<file path="src/rtl/io_bus_arbiter.sv">
`default_nettype none
// ============================================================================
// io_bus_arbiter : round-robin sharing of the memory_io port between two
//                  requesters, with in-order read-return tracking.
// Rev 1.0
// ============================================================================
module io_bus_arbiter #(
   parameter int READ_LATENCY = 2
) (
   input  logic        main_clk,
   input  logic        main_rst_n,
   input  logic        req_0,
   input  logic        req_1,
   input  logic [31:0] addr_0,
   input  logic [31:0] addr_1,
   input  logic [15:0] wdata_0,
   input  logic [15:0] wdata_1,
   input  logic        is_write_0,
   input  logic        is_write_1,
   input  logic        is_byte_0,
   input  logic        is_byte_1,
   output logic        ack_0,
   output logic        ack_1,
   output logic        rvalid_0,
   output logic        rvalid_1,
   output logic [15:0] rdata_0,
   output logic [15:0] rdata_1,
   output logic [31:0] address_io,
   output logic [15:0] data_in_io,
   output logic [1:0]  control_io,
   input  logic [15:0] data_out_io
);

   localparam int c_DEPTH = READ_LATENCY + 1;

   logic               w_grant_0;
   logic               w_grant_1;
   logic               w_ret_valid;
   logic               w_ret_owner;

   logic               prio_q,      prio_d;
   logic [31:0]        address_q,   address_d;
   logic [15:0]        data_in_q,   data_in_d;
   logic [1:0]         control_q,   control_d;
   logic [c_DEPTH-1:0] trk_valid_q, trk_valid_d;
   logic [c_DEPTH-1:0] trk_owner_q, trk_owner_d;
   logic               rvalid0_q,   rvalid0_d;
   logic               rvalid1_q,   rvalid1_d;
   logic [15:0]        rdata0_q,    rdata0_d;
   logic [15:0]        rdata1_q,    rdata1_d;

   // prio_q names the port that wins a tie; no grants while reset is held
   always_comb begin
      w_grant_0 = 1'b0;
      w_grant_1 = 1'b0;
      if (main_rst_n) begin
         if (req_0 && req_1) begin
            w_grant_0 = ~prio_q;
            w_grant_1 = prio_q;
         end else begin
            w_grant_0 = req_0;
            w_grant_1 = req_1;
         end
      end
   end

   always_comb begin
      prio_d    = prio_q;
      address_d = '0;
      data_in_d = '0;
      control_d = '0;
      if (w_grant_0) begin
         prio_d    = 1'b1;
         address_d = addr_0;
         data_in_d = wdata_0;
         control_d = {is_write_0, is_byte_0};
      end else if (w_grant_1) begin
         prio_d    = 1'b0;
         address_d = addr_1;
         data_in_d = wdata_1;
         control_d = {is_write_1, is_byte_1};
      end
   end

   // Entry 0 is the access on the IO port now; the last entry lines up with
   // the cycle in which memory_io presents its read data.
   always_comb begin
      trk_valid_d[0] = (w_grant_0 & ~is_write_0) | (w_grant_1 & ~is_write_1);
      trk_owner_d[0] = w_grant_1;
      for (int i = 1; i < c_DEPTH; i++) begin
         trk_valid_d[i] = trk_valid_q[i-1];
         trk_owner_d[i] = trk_owner_q[i-1];
      end
   end

   assign w_ret_valid = trk_valid_q[c_DEPTH-1];
   assign w_ret_owner = trk_owner_q[c_DEPTH-1];

   always_comb begin
      rvalid0_d = w_ret_valid & ~w_ret_owner;
      rvalid1_d = w_ret_valid &  w_ret_owner;
      rdata0_d  = rvalid0_d ? data_out_io : rdata0_q;
      rdata1_d  = rvalid1_d ? data_out_io : rdata1_q;
   end

   always_ff @(posedge main_clk or negedge main_rst_n) begin
      if (!main_rst_n) begin
         prio_q      <= 1'b0;
         address_q   <= '0;
         data_in_q   <= '0;
         control_q   <= '0;
         trk_valid_q <= '0;
         trk_owner_q <= '0;
         rvalid0_q   <= 1'b0;
         rvalid1_q   <= 1'b0;
         rdata0_q    <= '0;
         rdata1_q    <= '0;
      end else begin
         prio_q      <= prio_d;
         address_q   <= address_d;
         data_in_q   <= data_in_d;
         control_q   <= control_d;
         trk_valid_q <= trk_valid_d;
         trk_owner_q <= trk_owner_d;
         rvalid0_q   <= rvalid0_d;
         rvalid1_q   <= rvalid1_d;
         rdata0_q    <= rdata0_d;
         rdata1_q    <= rdata1_d;
      end
   end

   assign ack_0      = w_grant_0;
   assign ack_1      = w_grant_1;
   assign rvalid_0   = rvalid0_q;
   assign rvalid_1   = rvalid1_q;
   assign rdata_0    = rdata0_q;
   assign rdata_1    = rdata1_q;
   assign address_io = address_q;
   assign data_in_io = data_in_q;
   assign control_io = control_q;

endmodule
`default_nettype wire
</file>
<file path="config.mk">
export PLATFORM = sky130hd
export DESIGN_NAME = io_bus_arbiter
export DESIGN_NICKNAME = d
export VERILOG_FILES = /design/src/rtl/io_bus_arbiter.sv
export SDC_FILE = /design/constraint.sdc
export NUM_CORES = 1
export LEC_CHECK = 0
export CAP_MARGIN = 40
export CORE_UTILIZATION = 25
export CTS_CLUSTER_SIZE = 20
export DETAILED_ROUTE_END_ITERATION = 8
export PLACE_DENSITY = 0.57
export SETUP_SLACK_MARGIN = 0.02
export SKIP_CTS_REPAIR_TIMING = 1
export SYNTH_ARGS = -nofsm -noshare
export SYNTH_HDL_FRONTEND = slang
export SYNTH_SLANG_ARGS = --single-unit
</file>
<file path="constraint.sdc">
create_clock -name main_clk -period 2.2 [get_ports main_clk]
set_input_delay 0.22 -clock main_clk [delete_from_list [all_inputs] [get_ports main_clk]]
set_output_delay 0.22 -clock main_clk [all_outputs]
set_load 0.02 [all_outputs]
</file>
# --- After elaboration in Yosys (flattened, before gate mapping) ---
# Index checks and enable logic that the tools add are counted.
word_totals:
  inputBits: 120
  ff_bits: 91
  output_inout_bits: 86
  word_cells: 33
classes:
  bitwise_logic: 9
  muxes: 12
  reduce_logical: 2
ops:
  columns: ["cell", "count"]
  rows:
  - ["two-way mux 32 bit", 2]
  - ["two-way mux 16 bit", 2]
  - ["two-way mux 1 bit", 6]
  - ["bitwise AND 1 bit", 4]
  - ["two-way mux 2 bit", 2]
  - ["inverter 1 bit", 4]
  - ["nonzero test 2 bit", 1]
  - ["logical AND 1 bit", 1]
  - ["OR 1 bit", 1]

# --- Depth between registers and ports, before layout ---
# Gate-level depths: netlist of the first run.
logic_depth:
  depth_word: 5
  depth_mapped: 5

# --- Worst setup path after synthesis of the first run ---
# No wires, ideal clock.
synth_path:
  path_kind: "register to output"
  from: "register prio_q"
  to: "output port ack_0"
  required_time_ns: 1.980
  path_slack_ns: 0.949
  arrival_ns: 1.031
  n_path_buf: 1
  path_stages_with_launch: 5
  path_cell_list: "dfrtp_1 nand2_1 nand2_1 buf_2 nor2_1"
synth_via:
  elab_chain_len: 3
synth_lines:
  columns: ["element", "line_no", "text"]
  rows:
  - ["start, declared", "41", "logic prio_q, prio_d;"]
  - ["start signal, assigned", "119", "prio_q <= prio_d;"]
  - ["inverter 1 bit", "58", "w_grant_0 = ~prio_q;"]
  - ["two-way mux 1 bit", "57", "if (req_0 && req_1) begin"]
  - ["two-way mux 1 bit", "56", "if (main_rst_n) begin"]
  - ["end, declared", "22", "output logic ack_0,"]
# Every way passes these cells.

# --- Worst setup path after layout of the first run ---
layout_path:
  from: "input port main_rst_n"
  to: "output port ack_1"
layout_via:
  elab_chain_len: 1
layout_lines:
  columns: ["element", "line_no", "text"]
  rows:
  - ["start, declared", "11", "input logic main_rst_n,"]
  - ["two-way mux 1 bit", "56", null]
  - ["end, declared", "23", "output logic ack_1,"]
# Every way passes these cells.

==> flow_summary.yaml, run 1 <==
floorplan:
  rows: 43
  io_pins: 206
  die_area_um2: 14800
  coreArea_um2: 13900
  dieWidth_um: 122
  initial_core_util_pct: 25.7
  die_h_um: 122
clocking:
  cts_tree: "yes"
  clk_path_buf_depth: 2
  root_buffer: "clkbuf_16"
  clkSinkCount: 91
  cts_made_buffers: 9
  clk_latency_ns: 0.34
  cts-htree-levels: 3
  clkTransAtPathRegs_ns: 0.06
pwr:
  power_mw: 5.06
  power.share.clock_pct: 28.8
  p_sw_mw: 1.43
  p_comb_share_pct: 30.4
  p_sw_share_pct: 28.3
  power_leakage_nw: 2.59
  internal-power_mw: 3.63
  powerDensity_nw_per_um2: 835
  ir_drop_mv: 0.563
  pwr-share-seq_pct: 40.8
logic_synthesis:
  avgSynthCellArea_um2: 11.5
  synth_cell_types: 21
  ys.flop_type: "dfrtp_1"
  synth_edf_count: 0
  yosys-top-cells-count: "102 x nand2_1, 91 x dfrtp_1, 50 x o22ai_1, 17 x buf_2, 16 x mux2_1"
  ys_warn_count: 0
  syn_inst: 312
  synth_top_cell_by_area: "dfrtp_1"
  synth_area_um2: 3580
  async_flop_share_pct: 100
  synth.most_common_cell: "nand2_1"
  synthesis.nets: 432
  synth_sequential_area_ratio_pct: 63.6
  ys_ff_latch: 91
  synth_top_area_share_pct: 63.6
  synthTopCellsByArea: "dfrtp_1 64%, nand2_1 11%, o22ai_1 8.7%"
placed_design:
  dpl-instance-area_um2: 5770
  portBuffers: 205
  dp_cells: 677
  pre_cts_ws_ns: 0.378
  place_hpwl_um: 6770
  place_congestion: 0.699
setup_path:
  r2r_cells: 3
  reg2reg_setup_slack_ns: 0.78
  rr_endpoint: "address_io[13]"
  required_ns: 1.98
  end_kind: "output pin"
  worstPathArrival_ns: 1.77
  r2r_start: "prio_q"
  critPathKind: "in -> out"
  critical_path.max_fanout: 3
  cp-start-kind: "input pin"
global_route:
  grt_pass1_vias: 2996
  grt-ovfl-total: 0
  antenna_found_initial: 0
  grt_usage_pct: 13.8
  grt_max_degree: 150
  grt_pass1_wl_um: 15200
sta:
  min_period_ns: 1.99
  setup-tns-final_ns: 0
  setup_viol: 0
  fin_crit_sh_pct: 90.4
  drv_slew: 0
  fin_ws_ns: 0.210
  slew_headroom_pct: 53.0
  skew_ns: 0.00469
  rsz0062_at_grt: "false"
  worst_pin_slew_ns: 0.705
  hold_violations: 0
  fmax_ghz: 0.503
detailed_routing:
  vias: 2991
  route.antenna.remaining_nets: 0
  wl_per_cell_um: 14.3
  route.detailed.drc: 0
  drt-initial-drc-count: 121
  dr.pass1.iters: 4
  viasPerCell: 4.32
  wirelength_um: 9920
finish:
  nNetsFinal: 629
  syn_to_final_growth_pct: 69.4
  fin_cells: 693
  drive_gt1_share_pct: 7.99
  fin_area_um2: 6060
  n_antenna_cell: 0
job:
  cap_violations: 0
hold_path:
  hold_path.startpoint: "trk_valid_q[1]"
  holdPathStages: 0
  whs_endpoint: "trk_valid_q[2]"
  hold_class: "reg -> reg"
outcome:
  status: "completed"
==> cells in the final DEF, fill, tap and decap left out, drive strengths merged, types with 2 or more instances in the layout <==
cell type      synthesis  final
clkdlybuf4s50          0    204
nand2                103    103
dfrtp                 91     91
o22ai                 50     50
mux2                  32     32
clkbuf                 4     13
buf                   21      6
inv                    3      3
nor2                   2      2
clkinv                 0      2
==> power groups by stage <==
| stage | clock network, mW | registers [mW] | logic (mW) |
|---|---|---|---|
| after floorplan | 0 | 2.41 | 0.371 |
| after global placement | 0 | 2.09 | 1.55 |
| after detailed placement | 0 | 2.10 | 1.55 |
| after CTS | 1.53 | 2.07 | 1.56 |
| after global routing | 1.60 | 2.10 | 1.65 |
| final | 1.46 | 2.06 | 1.54 |
==> worst max-delay path: stages <==
cell and delay [ns]:
dlygate4sd3_1 0.58, buf_6 0.13, inv_1 0.08, nor2_1 0.14, clkdlybuf4s50_1 0.62
==> layout make-up <==
class	instances	area, um^2
fill	1319	7870
sequential	91	2280
timing repair buffer	211	2110
multi-input combinational	193	1160
clock buffer	13	270
tap	180	225
inverter	3	11.3
clock inverter	2	10.0
==> layer usage <==
| layer | vias up | part of all wire (%) | global-route usage, % |
|---|---|---|---|
| met2 | 148 | 44 | 20.4 |
| met3 | 18 | 11 | 7.72 |
| met4 | 0 | 2.1 | 4.94 |
| met5 | - | 0 | 0 |
| li1 | 1447 | - | - |
| met1 | 1378 | 43 | 16.6 |
==> how the worst max path moves through the flow <==
| stage | startpoint | to | slack, ns | cells past startpoint |
|---|---|---|---|---|
| floorplan | prio_q | ack_0 | 0.95 | 4 |
| global placement | req_0 | trk_valid_q[0] | 0.39 | 5 |
| detailed placement | req_0 | trk_valid_q[0] | 0.38 | 5 |
| CTS | prio_q | ack_0 | 0.29 | 4 |
| global route | main_rst_n | ack_1 | 0.13 | 5 |
| finish | main_rst_n | ack_1 | 0.21 | 5 |
==> registers in the layout (all words and copies together) (netlist names) <==
signal and count:
control_io 2, rdata_1 16, data_in_io 16, rvalid_0 1, trk_owner_q 3, address_io 32
trk_valid_q 3, prio_q 1, rvalid_1 1, rdata_0 16
==> through the flow <==
step,hold WS (ns),utilization [%]
global route,0.353,43.5
global placement,0.306,41.4
finish,0.346,43.5
detailed placement,0.307,41.4
CTS,-0.0737,43.4
floorplan,-0.0756,-
==> logic make-up (layout without fill, tap and decap cells) <==
kind of cell    after synthesis  in the layout  share of synthesized area [%]
buf+inv                      28            229                           4.40
flops                        91             91                           63.6
mux                          32             32                           11.0
simple gates                107            107                           11.4
compound gates               54             54                           9.54
(Power assumes the default switching activity.)
==> run 2, diff against run 1 <==
PLACE_DENSITY = not set   (was 0.57)
PLACE_DENSITY_LB_ADDON = 0.1   (was not set)
==> flow_summary.yaml, run 2 (synthesis gave the netlist of run 1 again) <==
placed_design:
  place_hpwl_um: 6860
  dp_cells: 677
  portBuffers: 205
  place_congestion: 0.669
  dpl-instance-area_um2: 5790
global_route:
  grt-ovfl-total: 0
  grt_most_used_layer: "met2"
  grt_pass1_vias: 3042
  grt_max_degree: 104
  met1_usage_pct: 16.4
  grt_util_met2_pct: 20.2
  antenna_found_initial: 1
  grt_pass1_wl_um: 15200
  grt_use_met3_pct: 6.98
  grt_usage_pct: 13.7
pwr:
  power_mw: 5.06
  p_sw_mw: 1.43
  pwr-share-seq_pct: 40.7
  internal-power_mw: 3.63
  p_comb_share_pct: 30.4
  power_leakage_nw: 2.60
  powerDensity_nw_per_um2: 833
  power.share.clock_pct: 28.8
  p_sw_share_pct: 28.3
  ir_drop_mv: 0.307
detailed_routing:
  dr.pass1.iters: 4
  drt-initial-drc-count: 55
  route.antenna.remaining_nets: 0
  vias: 3045
  wirelength_um: 9920
  route.detailed.drc: 0
  wl_per_cell_um: 14.3
  viasPerCell: 4.39
hold_path:
  hold_class: "reg -> reg"
  hold_path.startpoint: "trk_valid_q[0]"
  holdPathStages: 0
  whs_endpoint: "trk_valid_q[1]"
sta:
  rsz0062_at_grt: "false"
  min_period_ns: 2.01
  worst_pin_slew_ns: 0.580
  setup-tns-final_ns: 0
  fin_crit_sh_pct: 91.4
  drv_slew: 0
  skew_ns: 0.00895
  slew_headroom_pct: 61.3
  hold_violations: 0
  setup_viol: 0
  fmax_ghz: 0.497
clocking:
  clkSinkCount: 91
  cts_tree: "yes"
  cts-htree-levels: 3
  root_buffer: "clkbuf_16"
  clkTransAtPathRegs_ns: 0.06
  clk_latency_ns: 0.34
  cts_made_buffers: 9
  clk_path_buf_depth: 2
setup_path:
  critPathKind: "in -> out"
  cp-start-kind: "input pin"
  worstPathArrival_ns: 1.79
  required_ns: 1.98
  critical_path.max_fanout: 3
  r2r_start: "prio_q"
  r2r_cells: 3
  end_kind: "output pin"
  rr_endpoint: "address_io[1]"
  reg2reg_setup_slack_ns: 0.75
floorplan:
  coreArea_um2: 13900
  rows: 43
  initial_core_util_pct: 25.7
  io_pins: 206
  die_area_um2: 14800
  die_h_um: 122
  dieWidth_um: 122
finish:
  regArea_um2: 2280
  layout.cells.most_common: "clkdlybuf4s50_1"
  n_antenna_cell: 0
  fin_area_um2: 6080
  fin_cells: 693
  fin_util_pct: 43.6
  multi_input_area_um2: 1160
  final_cell_mix: "204 x clkdlybuf4s50_1, 101 x nand2_1, 91 x dfrtp_1"
  largest_reg_flops: 32
  syn_to_final_growth_pct: 69.8
  fill_cells: 1345
  nNetsFinal: 629
  drive_gt1_share_pct: 7.99
job:
  cap_violations: 0
outcome:
  status: "completed"
## run 2: how the worst max path moves through the flow
stage                from             end  slack (ns)  cells after the start
2_1_floorplan      prio_q           ack_0        0.95                      4
3_3_place_gp        req_0  address_io[11]        0.40                      5
3_5_place_dp        req_0   address_io[1]        0.34                      5
4_1_cts            prio_q           ack_0        0.33                      4
5_1_grt        main_rst_n           ack_1        0.15                      5
6_report       main_rst_n           ack_1        0.19                      5
## run 2: metrics by stage
step           setup WS, ns  hold slack, ns
6_report              0.188           0.354
4_1_cts               0.329         -0.0657
5_1_grt               0.151           0.359
2_1_floorplan         0.949         -0.0756
3_3_place_gp          0.403           0.306
3_5_place_dp          0.335           0.306
## run 2: final cells by class
type | count | share of cell area (%)
clock buffer | 13 | 4.45
clock inverter | 2 | 0.165
timing repair buffer | 211 | 35.0
sequential | 91 | 37.5
tap | 180 | 3.71
multi-input combinational | 193 | 19.0
inverter | 3 | 0.185
## run 2: power by group through the flow
stage,clock (mW),sequential [mW],combinational [mW]
after CTS,1.52,2.07,1.56
after global placement,0,2.08,1.55
after detailed placement,0,2.09,1.56
final,1.46,2.06,1.54
after floorplan,0,2.41,0.371
after global routing,1.59,2.10,1.65
## run 2: metal layers
layer	vias to the layer above	wire length, um
li1	1459	-
met1	1432	4160
met2	140	4300
met3	14	1250
met4	0	212
met5	-	0
## run 2: worst max-delay path: stages
cell and delay (ns):
dlygate4sd3_1 0.54, buf_6 0.13, inv_1 0.10, nor2_1 0.17
clkdlybuf4s50_1 0.63
